--- src/rtl/alu_pkg.sv ---
// Shared definitions for the sequential ALU: data width, opcode encodings
// and FSM state constants.
package alu_pkg;

    localparam int DATA_W = 8;

    // Opcode encodings (SELECT)
    localparam logic [2:0] ALU_FWD = 3'b000;
    localparam logic [2:0] ALU_ADD = 3'b001;
    localparam logic [2:0] ALU_AND = 3'b010;
    localparam logic [2:0] ALU_OR  = 3'b011;
    localparam logic [2:0] ALU_MUL = 3'b100;
    localparam logic [2:0] ALU_SLL = 3'b101;
    localparam logic [2:0] ALU_SRL = 3'b110;
    localparam logic [2:0] ALU_ROR = 3'b111;

    // FSM state type and encodings
    typedef logic [1:0] state_t;
    localparam state_t ST_IDLE = 2'd0;
    localparam state_t ST_RUN  = 2'd1;
    localparam state_t ST_FIN  = 2'd2;

endpackage

--- src/rtl/alu_comb.sv ---
// Purely combinational evaluation of the single-cycle opcodes
// (FWD/ADD/AND/OR). Iterative opcodes evaluate to zero here; the
// control unit's branch-compare path also reuses this block.
module alu_comb
    import alu_pkg::*;
(
    input  logic [2:0]        op,
    input  logic [DATA_W-1:0] a,
    input  logic [DATA_W-1:0] b,
    output logic [DATA_W-1:0] y
);

    // Select the single-cycle result; carry out of ADD is dropped
    always_comb begin
        y = '0;
        case (op)
            ALU_FWD: y = b;
            ALU_ADD: y = a + b;
            ALU_AND: y = a & b;
            ALU_OR:  y = a | b;
            default: y = '0;
        endcase
    end

endmodule

--- src/rtl/alu_seq.sv ---
// Sequential 8-bit ALU with START/BUSY/DONE handshake.
// Handshake: START is sampled only while IDLE (BUSY=0); a request seen in
// any other state is dropped. DONE pulses for one cycle in FIN, and
// RESULT/ZERO are valid from that cycle until the next completion.
// Build option: define ALU_MUL_EN to include the iterative shift-add
// multiplier; otherwise opcode 100 completes in one cycle with RESULT=0.
module alu_seq
    import alu_pkg::*;
(
    input  logic              CLK,
    input  logic              RESET,
    input  logic              START,
    input  logic [2:0]        SELECT,
    input  logic [DATA_W-1:0] DATA1,
    input  logic [DATA_W-1:0] DATA2,
    output logic [DATA_W-1:0] RESULT,
    output logic              ZERO,
    output logic              BUSY,
    output logic              DONE
);

    state_t            state_q, state_d;
    logic [2:0]        op_q, op_d;
    logic [3:0]        cnt_q, cnt_d;
    logic [DATA_W-1:0] work_q, work_d;     // shift operand or multiplicand
    logic [DATA_W-1:0] result_q, result_d;
    logic              zero_q, zero_d;
    logic [DATA_W-1:0] step;               // working value after this RUN step
    logic [DATA_W-1:0] comb_y;
`ifdef ALU_MUL_EN
    logic [DATA_W-1:0] mplr_q, mplr_d;     // multiplier, consumed LSB first
    logic [DATA_W-1:0] acc_q, acc_d;
`endif

    alu_comb u_alu_comb (
        .op (SELECT),
        .a  (DATA1),
        .b  (DATA2),
        .y  (comb_y)
    );

    // Next-state logic: capture in IDLE, iterate in RUN, pulse DONE in FIN
    always_comb begin
        state_d  = state_q;
        op_d     = op_q;
        cnt_d    = cnt_q;
        work_d   = work_q;
        result_d = result_q;
        zero_d   = zero_q;
        step     = work_q;
`ifdef ALU_MUL_EN
        mplr_d   = mplr_q;
        acc_d    = acc_q;
`endif
        case (state_q)
            ST_IDLE: begin
                if (START) begin
                    op_d = SELECT;
                    if (!SELECT[2]) begin
                        result_d = comb_y;
                        zero_d   = (comb_y == '0);
                        state_d  = ST_FIN;
                    end else if (SELECT == ALU_MUL) begin
`ifdef ALU_MUL_EN
                        cnt_d   = 4'd8;
                        acc_d   = '0;
                        work_d  = DATA1;
                        mplr_d  = DATA2;
                        state_d = ST_RUN;
`else
                        result_d = '0;
                        zero_d   = 1'b1;
                        state_d  = ST_FIN;
`endif
                    end else if (DATA2[2:0] == 3'd0) begin
                        // Shift by zero passes A straight through
                        result_d = DATA1;
                        zero_d   = (DATA1 == '0);
                        state_d  = ST_FIN;
                    end else begin
                        cnt_d   = {1'b0, DATA2[2:0]};
                        work_d  = DATA1;
                        state_d = ST_RUN;
                    end
                end
            end
            ST_RUN: begin
                case (op_q)
                    ALU_SLL: step = {work_q[DATA_W-2:0], 1'b0};
                    ALU_SRL: step = {1'b0, work_q[DATA_W-1:1]};
                    ALU_ROR: step = {work_q[0], work_q[DATA_W-1:1]};
`ifdef ALU_MUL_EN
                    ALU_MUL: step = mplr_q[0] ? (acc_q + work_q) : acc_q;
`endif
                    default: step = work_q;
                endcase
`ifdef ALU_MUL_EN
                if (op_q == ALU_MUL) begin
                    acc_d  = step;
                    work_d = {work_q[DATA_W-2:0], 1'b0};
                    mplr_d = {1'b0, mplr_q[DATA_W-1:1]};
                end else begin
                    work_d = step;
                end
`else
                work_d = step;
`endif
                cnt_d = cnt_q - 4'd1;
                if (cnt_q == 4'd1) begin
                    result_d = step;
                    zero_d   = (step == '0);
                    state_d  = ST_FIN;
                end
            end
            ST_FIN:  state_d = ST_IDLE;
            default: state_d = ST_IDLE;
        endcase
    end

    // State registers; reset aborts any operation in flight
    always_ff @(posedge CLK or posedge RESET) begin
        if (RESET) begin
            state_q  <= ST_IDLE;
            op_q     <= ALU_FWD;
            cnt_q    <= 4'd0;
            work_q   <= '0;
            result_q <= '0;
            zero_q   <= 1'b1;
`ifdef ALU_MUL_EN
            mplr_q   <= '0;
            acc_q    <= '0;
`endif
        end else begin
            state_q  <= state_d;
            op_q     <= op_d;
            cnt_q    <= cnt_d;
            work_q   <= work_d;
            result_q <= result_d;
            zero_q   <= zero_d;
`ifdef ALU_MUL_EN
            mplr_q   <= mplr_d;
            acc_q    <= acc_d;
`endif
        end
    end

    assign RESULT = result_q;
    assign ZERO   = zero_q;
    assign BUSY   = (state_q != ST_IDLE);
    assign DONE   = (state_q == ST_FIN);

endmodule

--- config.mk ---
export PLATFORM = sky130hd
export DESIGN_NAME = alu_seq
export DESIGN_NICKNAME = d
export VERILOG_FILES = /design/src/rtl/alu_pkg.sv /design/src/rtl/alu_comb.sv /design/src/rtl/alu_seq.sv
export SDC_FILE = /design/constraint.sdc
export NUM_CORES = 1
export LEC_CHECK = 0
export CORE_UTILIZATION = 35
export DETAILED_ROUTE_END_ITERATION = 8
export HOLD_SLACK_MARGIN = 0.05
export SYNTH_ARGS = -nofsm -noshare
export SYNTH_HDL_FRONTEND = slang
export SYNTH_SLANG_ARGS = --single-unit
--- constraint.sdc ---
create_clock -name CLK -period 2.5 [get_ports CLK]
set_clock_uncertainty 0.2 [all_clocks]
set_input_delay 0.625 -clock CLK [delete_from_list [all_inputs] [get_ports CLK]]
set_output_delay 0.625 -clock CLK [all_outputs]
set_load 0.02 [all_outputs]
# Word-level counts from Yosys, hierarchy flattened
# Cells that the tools add are included.
# W data, S select, Z words.
# totals
reg_bits	26
latchBits	0
mem_bits_rw	0
rom_bits	0
in_bits	22
out_inout_bits	11
word_cells	69
n_memories	0
# op_classes
add_sub_neg	2
multipliers	0
div_mod_pow	0
n_lt_le_gt_ge	0
eq_ne	16
shifts	0
mux	31
bitwise	2
n_reduce_logical	12
# ops
cell	count
$mux W8	10
$pmux W8 S2	2
$pmux W8 S4	1
$logic_not A8 Y1	3
$pmux W8 S3	1
$mux W4	4
$eq A3 B3 Y1 const B	4
$mux W2	5
$ne A2 B2 Y1 const B	5
$add A8 B8 Y8	1
$and A8 B8 Y8	1
$or A8 B8 Y8	1
$pmux W4 S2	1
$eq A3 B2 Y1 const B	2
$logic_not A3 Y1	2
$mux W1	5
$reduce_and A5 Y1	1
$eq A4 B1 Y1 const B	1
$ne A4 B4 Y1 const B	1
$pmux W2 S2	1
$reduce_and A2 Y1	2
$reduce_and A4 Y1	1
$reduce_bool A2 Y1	2
$sub A4 B1 Y4 const B	1
5 further kinds	5

# Logic depth before layout (Yosys ltp)
# Gate-level depths: netlist of the first run.
# depth
depth_word	6
depth_mapped	9
depth_no_buf	9

# Modules after synthesis
# From an unflattened synthesis of the first run, not the netlist that was laid out.
# unflattened
hier_cells	267
hier_area_um2	2268.4
# modules_own_cells
mod	instances	cells_each	area_per_inst_um2	seq_area_each_um2
alu_seq	1	165	1549.0	651.9
alu_comb	1	102	719.4	0.0

# Least setup slack after synthesis of the first run
# OpenSTA, ideal clock, no wires.
# synth_timing
path_type	input port to flip-flop
from	input DATA1[0]
to	register zero_q (netlist: ZERO)
setup_time_ns	0.091
arrival_ns	2.770
required_ns	2.209
path_slack_ns	-0.561
path_stages	7
cell_sequence	ha_1 -> fa_1 -> mux4_2 -> o21ai_1 -> or3b_1 -> or4_1 -> o31ai_1
# synth_between
elab_chain_len	6
elab_cells_between_ends	11
cone_classes	1 x add/sub; 6 x mux; 2 x bitwise; 2 x reduce/logical
# synth_lines
element	line_no	text
from (decl)	alu_seq.sv:14	input logic [DATA_W-1:0] DATA1,
$add A8 B8 Y8, or another cell as far along	alu_comb.sv:18	ALU_ADD: y = a + b;
$pmux W8 S4 or $mux W1 (tied branches)	alu_comb.sv:16, alu_seq.sv:75	
$logic_not A8 Y1 or $mux W1 (tied branches)	alu_seq.sv:61, alu_seq.sv:63	
$mux W1 *	alu_seq.sv:59	if (!SELECT[2]) begin
$mux W1 *	alu_seq.sv:57	if (START) begin
$pmux W1 S2 *	alu_seq.sv:55	case (state_q)
to (signal assigned)	alu_seq.sv:139	zero_q <= zero_d;
to (decl)	alu_seq.sv:27	logic zero_q, zero_d;
# Every way passes the cells marked *; elsewhere a longest branch is shown, timed or not. The select of a mux whose other input is x is not followed.
# A chain may end at the register's enable or synchronous reset.

# Final worst setup path of the first run
# Ends and elaborated chain as after synthesis.

==> out/qor_table.md, run 1 <==
| Result | Value | Unit |
|---|---|---|
| Result of the run | finished with violations | - |
| Violations in the final reports | negative setup slack | - |
| Master cell of the clock root buffer | clkbuf_8 | - |
| Die outline area | 0.00697 | mm² |
| Setup repair after global routing missed its margin | yes | - |
| Insertion delay of the later-clocked pin in the worst-skew pair | 0.28 | ns |
| Number of enable flip-flop cells after synthesis | 0 | - |
| Vias in the first global route | 2327 | - |
| Synthesized net count | 305 | - |
| Maximum count of clock buffers along a single path | 2 | - |
| Pin count of the biggest net entering global routing | 17 | - |
| Worst min-delay path category | reg -> reg | - |
| Fillers | 596 | - |
| Average wire length per cell after detail routing | 15.6 | µm |
| Global router's overall resource usage | 19.7 | % |
| Critical Path Start Type | input pin | - |
| Number of buffers added by the clock tree synthesis step | 3 | - |
| Synth cell types | 55 | - |
| Endpoints failing hold | 0 | - |
| Leading register cell type out of synthesis | dfrtp_1 | - |
| Area leader, netlist | dfrtp_1 | - |
| Number of rows created at floorplan | 29 | - |
| Crit share post-route | 118 | % |
| Worst Reg-to-Reg Cells | 6 | - |
| Number of register bits inferred by synthesis | 26 | - |
| Remaining global-route overflow | 0 | - |
| Number of search-and-repair iterations in the first detailed-routing pass | 4 | - |
| Largest driver fanout on the critical path | 2 | - |
| Seq. cell area | 652 | µm² |
| Most frequently used cell type in the post-synthesis netlist | nand2_1 | - |
| Endpoint of the worst setup timing path | ZERO | - |
| Global-route wire length before repair | 11.3 | mm |
| CP arrival | 2.95 | ns |
| Synthesis-to-finish area growth | 47.6 | % |
| Actual transition at the worst max-transition pin | 0.555 | ns |
| Highest clock rate | 0.338 | GHz |
| Proportion of synthesized chip area in sequential cells | 28.1 | % |
| Power density cells | 789 | mW/mm² |
| Final Critical Period | 2.96 | ns |
| Post-CTS clock slew at the launch and capture registers of the worst setup and hold paths | 0.10 | ns |
| Worst setup margin | -0.457 | ns |
| Max-capacitance violation count | 0 | - |
| Weighted congestion at the end of routability-driven global placement | 0.841 | - |
| Critical path launch point | DATA1[0] | - |
| Cts hold-fix bufs | 0 | - |
| Proportion of layout cells with a drive suffix above 1 | 35.3 | % |
| Deepest level of the CTS H-tree | 1 | - |
| Number of antenna violations at the first check in global routing | 0 | - |
| Clk sink count | 26 | - |
| Max rail drop VDD | 592 | µV |
| End of the worst register-to-register path | ZERO | - |
| Clock tree from TritonCTS | yes | - |
| Synth top area share | 26.9 | % |
| Port-buffer cells | 32 | - |
| Starting utilization of the core area | 36.4 | % |
| Number of synthesis warnings | 0 | - |
| Area of the core region | 0.00639 | mm² |
| Leakage power | 0.00155 | µW |
| Via count of the routed design | 2330 | - |
| Post-DP HPWL | 5.14 | mm |
| # DRC | 0 | - |
| Headroom to the max-slew limit | 62.7 | % |
| Antenna-violating nets left | 0 | - |
| Area contributors post-synth | dfrtp_1 (27%), ha_1 (9.7%), o21ai_0 (4.5%) | - |
| Placement-stage worst setup slack | -1.12 | ns |
| Via density | 5.44 | - |
| Count of final setup violators | 2 | - |
| Worst Setup Path Type | in -> reg | - |
| Routed wire length | 6.66 | mm |
| Critical path capture point type | flip-flop | - |
| Critical Path RT | 2.49 | ns |
| Number of slew-limit violations in the final report | 0 | - |
| Setup slack on the worst flop-to-flop path | 0.28 | ns |
| DR iter-0 viols | 257 | - |
| Number of nets in the finished design | 393 | - |
| Floorplan die height | 83.5 | µm |
| Post-layout power | 2710 | µW |
| Area occupied by multi-input gates | 0.00171 | mm² |
| Horiz. Die Dim | 83.5 | µm |
| Top-Level Pins | 33 | - |
| Share of synthesized flip-flops with an asynchronous set or reset | 100 | % |
| Post-Place Cells | 422 | - |
| Worst flop-to-flop path startpoint | op_q[1] | - |
| Top cells by instance count after synthesis | nand2_1 (26), dfrtp_1 (25), inv_1 (25) | - |
| Gate count after technology mapping | 264 | - |
| Post-synthesis average cell area | 8.80 | µm² |
| Cell area after synthesis | 0.00232 | mm² |
| Fin cells | 428 | - |
| Number of diodes | 0 | - |
[where the power goes]
part | switching, µW | total [µW] | internal (µW)
registers | 227 | 847 | 620
logic | 809 | 1610 | 796
clock network | 139 | 254 | 114
total | 1180 | 2710 | 1530
[critical path, cell delays in order]
cell and delay, ns:
buf_6 0.10, ha_4 0.15, fa_2 0.41, mux4_2 0.48
o21ai_1 0.12, or3b_1 0.36, or4_4 0.53, o31ai_4 0.17
[registers in the layout (all words and copies together), names as in the netlist]
register / count
RESULT: 8
work_q: 8
cnt_q: 4
op_q: 3
state_q: 2
ZERO: 1
[per-layer routing]
metal / routed length (µm) / GRT usage (%) / vias up
li1: - / - / 1144
met1: 3110 / 27.7 / 1121
met2: 3260 / 33.6 / 61
met3: 226 / 1.38 / 4
met4: 59 / 4.01 / 0
met5: 0 / 0 / -
[layout by cell type (no fill, tap or decap), types with 6 or more instances in the layout]
master	n
nand2_1	26
o21ai_1	7
o21ai_0	18
clkdlybuf4s50_1	15
mux2i_1	8
nor3b_1	7
ha_4	6
dlygate4sd2_1	10
inv_1	19
a22o_1	12
inv_2	6
ha_1	10
buf_4	56
buf_6	11
dfrtp_1	25
nor2_1	9
a21oi_1	8
[cells by family (layout without fill, tap and decap cells)]
kind of cell | count (synthesis) | after routing | share of synthesized area, %
AO/OA/AOI/OAI | 88 | 88 | 25.8
AND/OR/NAND/NOR | 74 | 74 | 17.0
buffers and inverters | 39 | 126 | 8.94
flip-flops | 26 | 26 | 28.1
adder cells (fa/ha/maj) | 19 | 19 | 10.6
multiplexers | 15 | 15 | 8.45
XOR/XNOR | 3 | 3 | 1.13
[worst min-delay path by stage]
stage                          from        end  slack (ns)  depth (start not counted)
after floorplan           work_q[6]  work_q[6]        0.28                          2
after global placement    RESULT[5]  RESULT[5]        0.26                          2
after detailed placement  RESULT[6]  RESULT[6]        0.27                          2
after CTS                 RESULT[3]  RESULT[3]        0.30                          2
after global routing      RESULT[2]  RESULT[2]        0.33                          2
final                     RESULT[3]  RESULT[3]        0.29                          2
[what timing repair did]
action,4_1_cts,5_1_grt
cloned,0,0
hold endpoints to repair,0,0
setup buffers,3,3
resized for setup,74,23
pin swaps,16,16
setup endpoints to repair,20,10
[final cells by class]
type / count / share of cell area, %
Tap cell: 77 / 2.81
Sequential cell: 26 / 19.0
Clock buffer: 4 / 1.31
Timing Repair Buffer: 97 / 24.2
Inverter: 25 / 2.74
Multi-Input combinational cell: 199 / 49.9
[metrics by stage]
step,setup TNS [ns],cell area (µm²),hold slack [ns],utilization (%)
6_report,-0.466,3430,0.289,53.7
2_1_floorplan,-0.483,2330,0.280,-
3_3_place_gp,-10.41,3120,0.262,48.9
4_1_cts,-0.592,3330,0.296,52.2
3_5_place_dp,-10.74,3120,0.274,48.9
5_1_grt,-0.723,3430,0.333,53.7
Power figures use the tool's default switching activity.
==> run 2, diff against run 1 <==
==> constraint.sdc (replaced) <==
create_clock -name CLK -period 3 [get_ports CLK]
set_clock_uncertainty 0.2 [all_clocks]
set_input_delay 0.75 -clock CLK [delete_from_list [all_inputs] [get_ports CLK]]
set_output_delay 0.75 -clock CLK [all_outputs]
set_load 0.02 [all_outputs]
==> out/qor_table.md, run 2 (same netlist as run 1, synthesis figures left out) <==
| Result | Value | Unit | Change |
|---|---|---|---|
| Worst Setup Path Type | in -> reg | - |  |
| Pin count of the biggest net entering global routing | 27 | - | +10 |
| Via count of the routed design | 2227 | - | -4.4% |
| Number of nets in the finished design | 376 | - | -4.3% |
| Worst setup margin | -0.0158 | ns | +0.441 ns |
| Largest stage delay on the critical path | 0.49 | ns | -0.04 ns |
| Top-Level Pins | 33 | - | unchanged |
| Share of the core filled with cells in the final layout | 48.4 | % | -5.3 points |
| Max rail drop VDD | 507 | µV | -14% |
| Critical path capture point type | flip-flop | - |  |
| Remaining global-route overflow | 0 | - | unchanged |
| Horiz. Die Dim | 83.5 | µm | unchanged |
| Actual transition at the worst max-transition pin | 0.583 | ns | +0.0283 ns |
| Headroom to the max-slew limit | 60.9 | % | -1.9 points |
| Count of final setup violators | 1 | - | -1 |
| Placement-stage worst setup slack | -0.700 | ns | +0.416 ns |
| Proportion of layout cells with a drive suffix above 1 | 24.0 | % | -11 points |
| Highest routed layer | met4 | - |  |
| Global-route wire length before repair | 10.3 | mm | -8.4% |
| Power density cells | 688 | mW/mm² | -13% |
| Number of slew-limit violations in the final report | 0 | - | unchanged |
| Routed wire length | 6.06 | mm | -9.0% |
| Maximum count of clock buffers along a single path | 2 | - | unchanged |
| Fillers | 626 | - | +5.0% |
| Wire length on met2 | 2.83 | mm | -13% |
| Antenna-violating nets left | 0 | - | unchanged |
| Largest driver fanout on the critical path | 2 | - | unchanged |
| Worst min-delay path category | reg -> reg | - |  |
| Result of the run | finished with violations | - |  |
| DR iter-0 viols | 183 | - | -29% |
| Routed met1 length | 2.88 | mm | -7.3% |
| Most common cell after layout, fill and taps aside | buf_4 | - |  |
| CP arrival | 3.00 | ns | +0.05 ns |
| Clock tree from TritonCTS | yes | - |  |
| Die outline area | 0.00697 | mm² | unchanged |
| Number of diodes | 0 | - | unchanged |
| Synthesis-to-finish area growth | 33.1 | % |  |
| Floorplan die height | 83.5 | µm | unchanged |
| Final setup TNS | -0.0158 | ns | +0.450 ns |
| Endpoints failing hold | 0 | - | unchanged |
| Number of rows created at floorplan | 29 | - | unchanged |
| Final Critical Period | 3.02 | ns |  |
| Area of the core region | 0.00639 | mm² | unchanged |
| Leakage power | 0.00141 | µW | -8.7% |
| Crit share post-route | 101 | % |  |
| Weighted congestion at the end of routability-driven global placement | 0.875 | - | +4.0% |
| Cts hold-fix bufs | 0 | - | unchanged |
| Critical Path RT | 2.99 | ns | +0.50 ns |
| Port-buffer cells | 32 | - | unchanged |
| Violations in the final reports | negative setup slack | - |  |
| Starting utilization of the core area | 36.4 | % | unchanged |
| Number of antenna violations at the first check in global routing | 0 | - | unchanged |
| # DRC | 0 | - | unchanged |
| Highest clock rate | 0.332 | GHz |  |
| Critical Path Start Type | input pin | - |  |
| Number of buffers added by the clock tree synthesis step | 3 | - | unchanged |
| Post-CTS clock slew at the launch and capture registers of the worst setup and hold paths | 0.09 | ns | about the same |
| Max-capacitance violation count | 0 | - | unchanged |
| Worst path buffer plus inverter count | 1 | - | unchanged |
| Via density | 5.42 | - | -0.47% |
| Post-CTS Setup Inserts | 0 | - | -3 |
| Master cell of the clock root buffer | clkbuf_8 | - |  |
| Insertion delay of the later-clocked pin in the worst-skew pair | 0.27 | ns | about the same |
| Number of search-and-repair iterations in the first detailed-routing pass | 4 | - | unchanged |
| Commonest cells after routing, fill and taps aside | buf_4 (48), nand2_1 (26), clkdlybuf4s50_1 (26) | - |  |
| Average wire length per cell after detail routing | 14.7 | µm | -5.2% |
| Clk sink count | 26 | - | unchanged |
| CP top delay family | simple AND/OR/NAND/NOR gates | - |  |
| Global router's overall resource usage | 18.1 | % | -1.7 points |
| Met3 routed wirelength | 261 | µm | +15% |
| Post-DP HPWL | 4.80 | mm | -6.6% |
| List of cells traversed by the critical path | buf_6, ha_4, fa_1, mux4_2, o21ai_1, or3b_1, or4_4, o31ai_2 | - |  |
| Deepest level of the CTS H-tree | 1 | - | unchanged |
| Vias in the first global route | 2133 | - | -8.3% |
| Library cell contributing the largest single delay on the critical path | mux4_2 | - |  |
| Setup repair after global routing missed its margin | yes | - |  |
## run 2: cell count changes in the layout (fill, tap and decap cells not counted), moves of 8 or more
cell,previous run,this run
buf_4,56,48
clkdlybuf4s50_1,15,26
dlygate4sd2_1,10,2
buf_6,11,2
## run 2: per-layer routing
metal / vias to the layer above / track usage [%]
met5: - / 0
met1: 1054 / 25.4
met3: 7 / 1.68
met4: 0 / 4.62
met2: 55 / 30.0
li1: 1111 / -
## run 2: through the flow
step / instances / hold slack, ns / total power [µW] / instance area [µm²]
2_1_floorplan: 264 / 0.280 / 1480 / 2330
3_3_place_gp: 407 / 0.261 / 1880 / 3000
3_5_place_dp: 407 / 0.269 / 1900 / 3000
4_1_cts: 411 / 0.289 / 2110 / 3050
5_1_grt: 411 / 0.309 / 2300 / 3090
6_report: 411 / 0.280 / 2130 / 3090
## run 2: area by class of cell
type / count / area (µm²) / area share [%]
multi-input cells: 199 / 1540 / 49.6
repair buffers: 80 / 671 / 21.7
flip-flops and latches: 26 / 652 / 21.1
well taps: 77 / 96.3 / 3.11
inverters: 25 / 93.8 / 3.03
clock buffers: 4 / 45.0 / 1.46
## run 2: report_power, final
group          internal, µW  switching (µW)
clock network          95.0             106
registers               517             193
logic                   600             617
total                  1210             916
## run 2: path summary, 6_finish.rpt
path	endpoint	depth (start not counted)	from	slack, ns
hold / removal	RESULT[5]	2	RESULT[5]	0.28
setup / recovery	ZERO	8	DATA1[0]	-0.02
min in group asynchronous	RESULT[6]	3	RESET	0.63
setup reg to reg	ZERO	9	cnt_q[1]	0.80
hold reg to reg	RESULT[5]	2	RESULT[5]	0.28
max in group asynchronous	ZERO	3	RESET	1.68
## run 2: worst reg2reg max path, cell delays in order (launching register included)
cell	delay, ns
dfrtp_1	0.39
inv_1	0.10
ha_1	0.15
nor3b_1	0.25
nand2_1	0.08
a21o_1	0.18
inv_1	0.07
nor2_1	0.05
or4_4	0.47
o31ai_2	0.18
## run 2: repair_timing
item,4_1_cts,5_1_grt
setup endpoints to repair,5,6
gates cloned,0,0
pin swaps,5,5
resized for setup,21,12
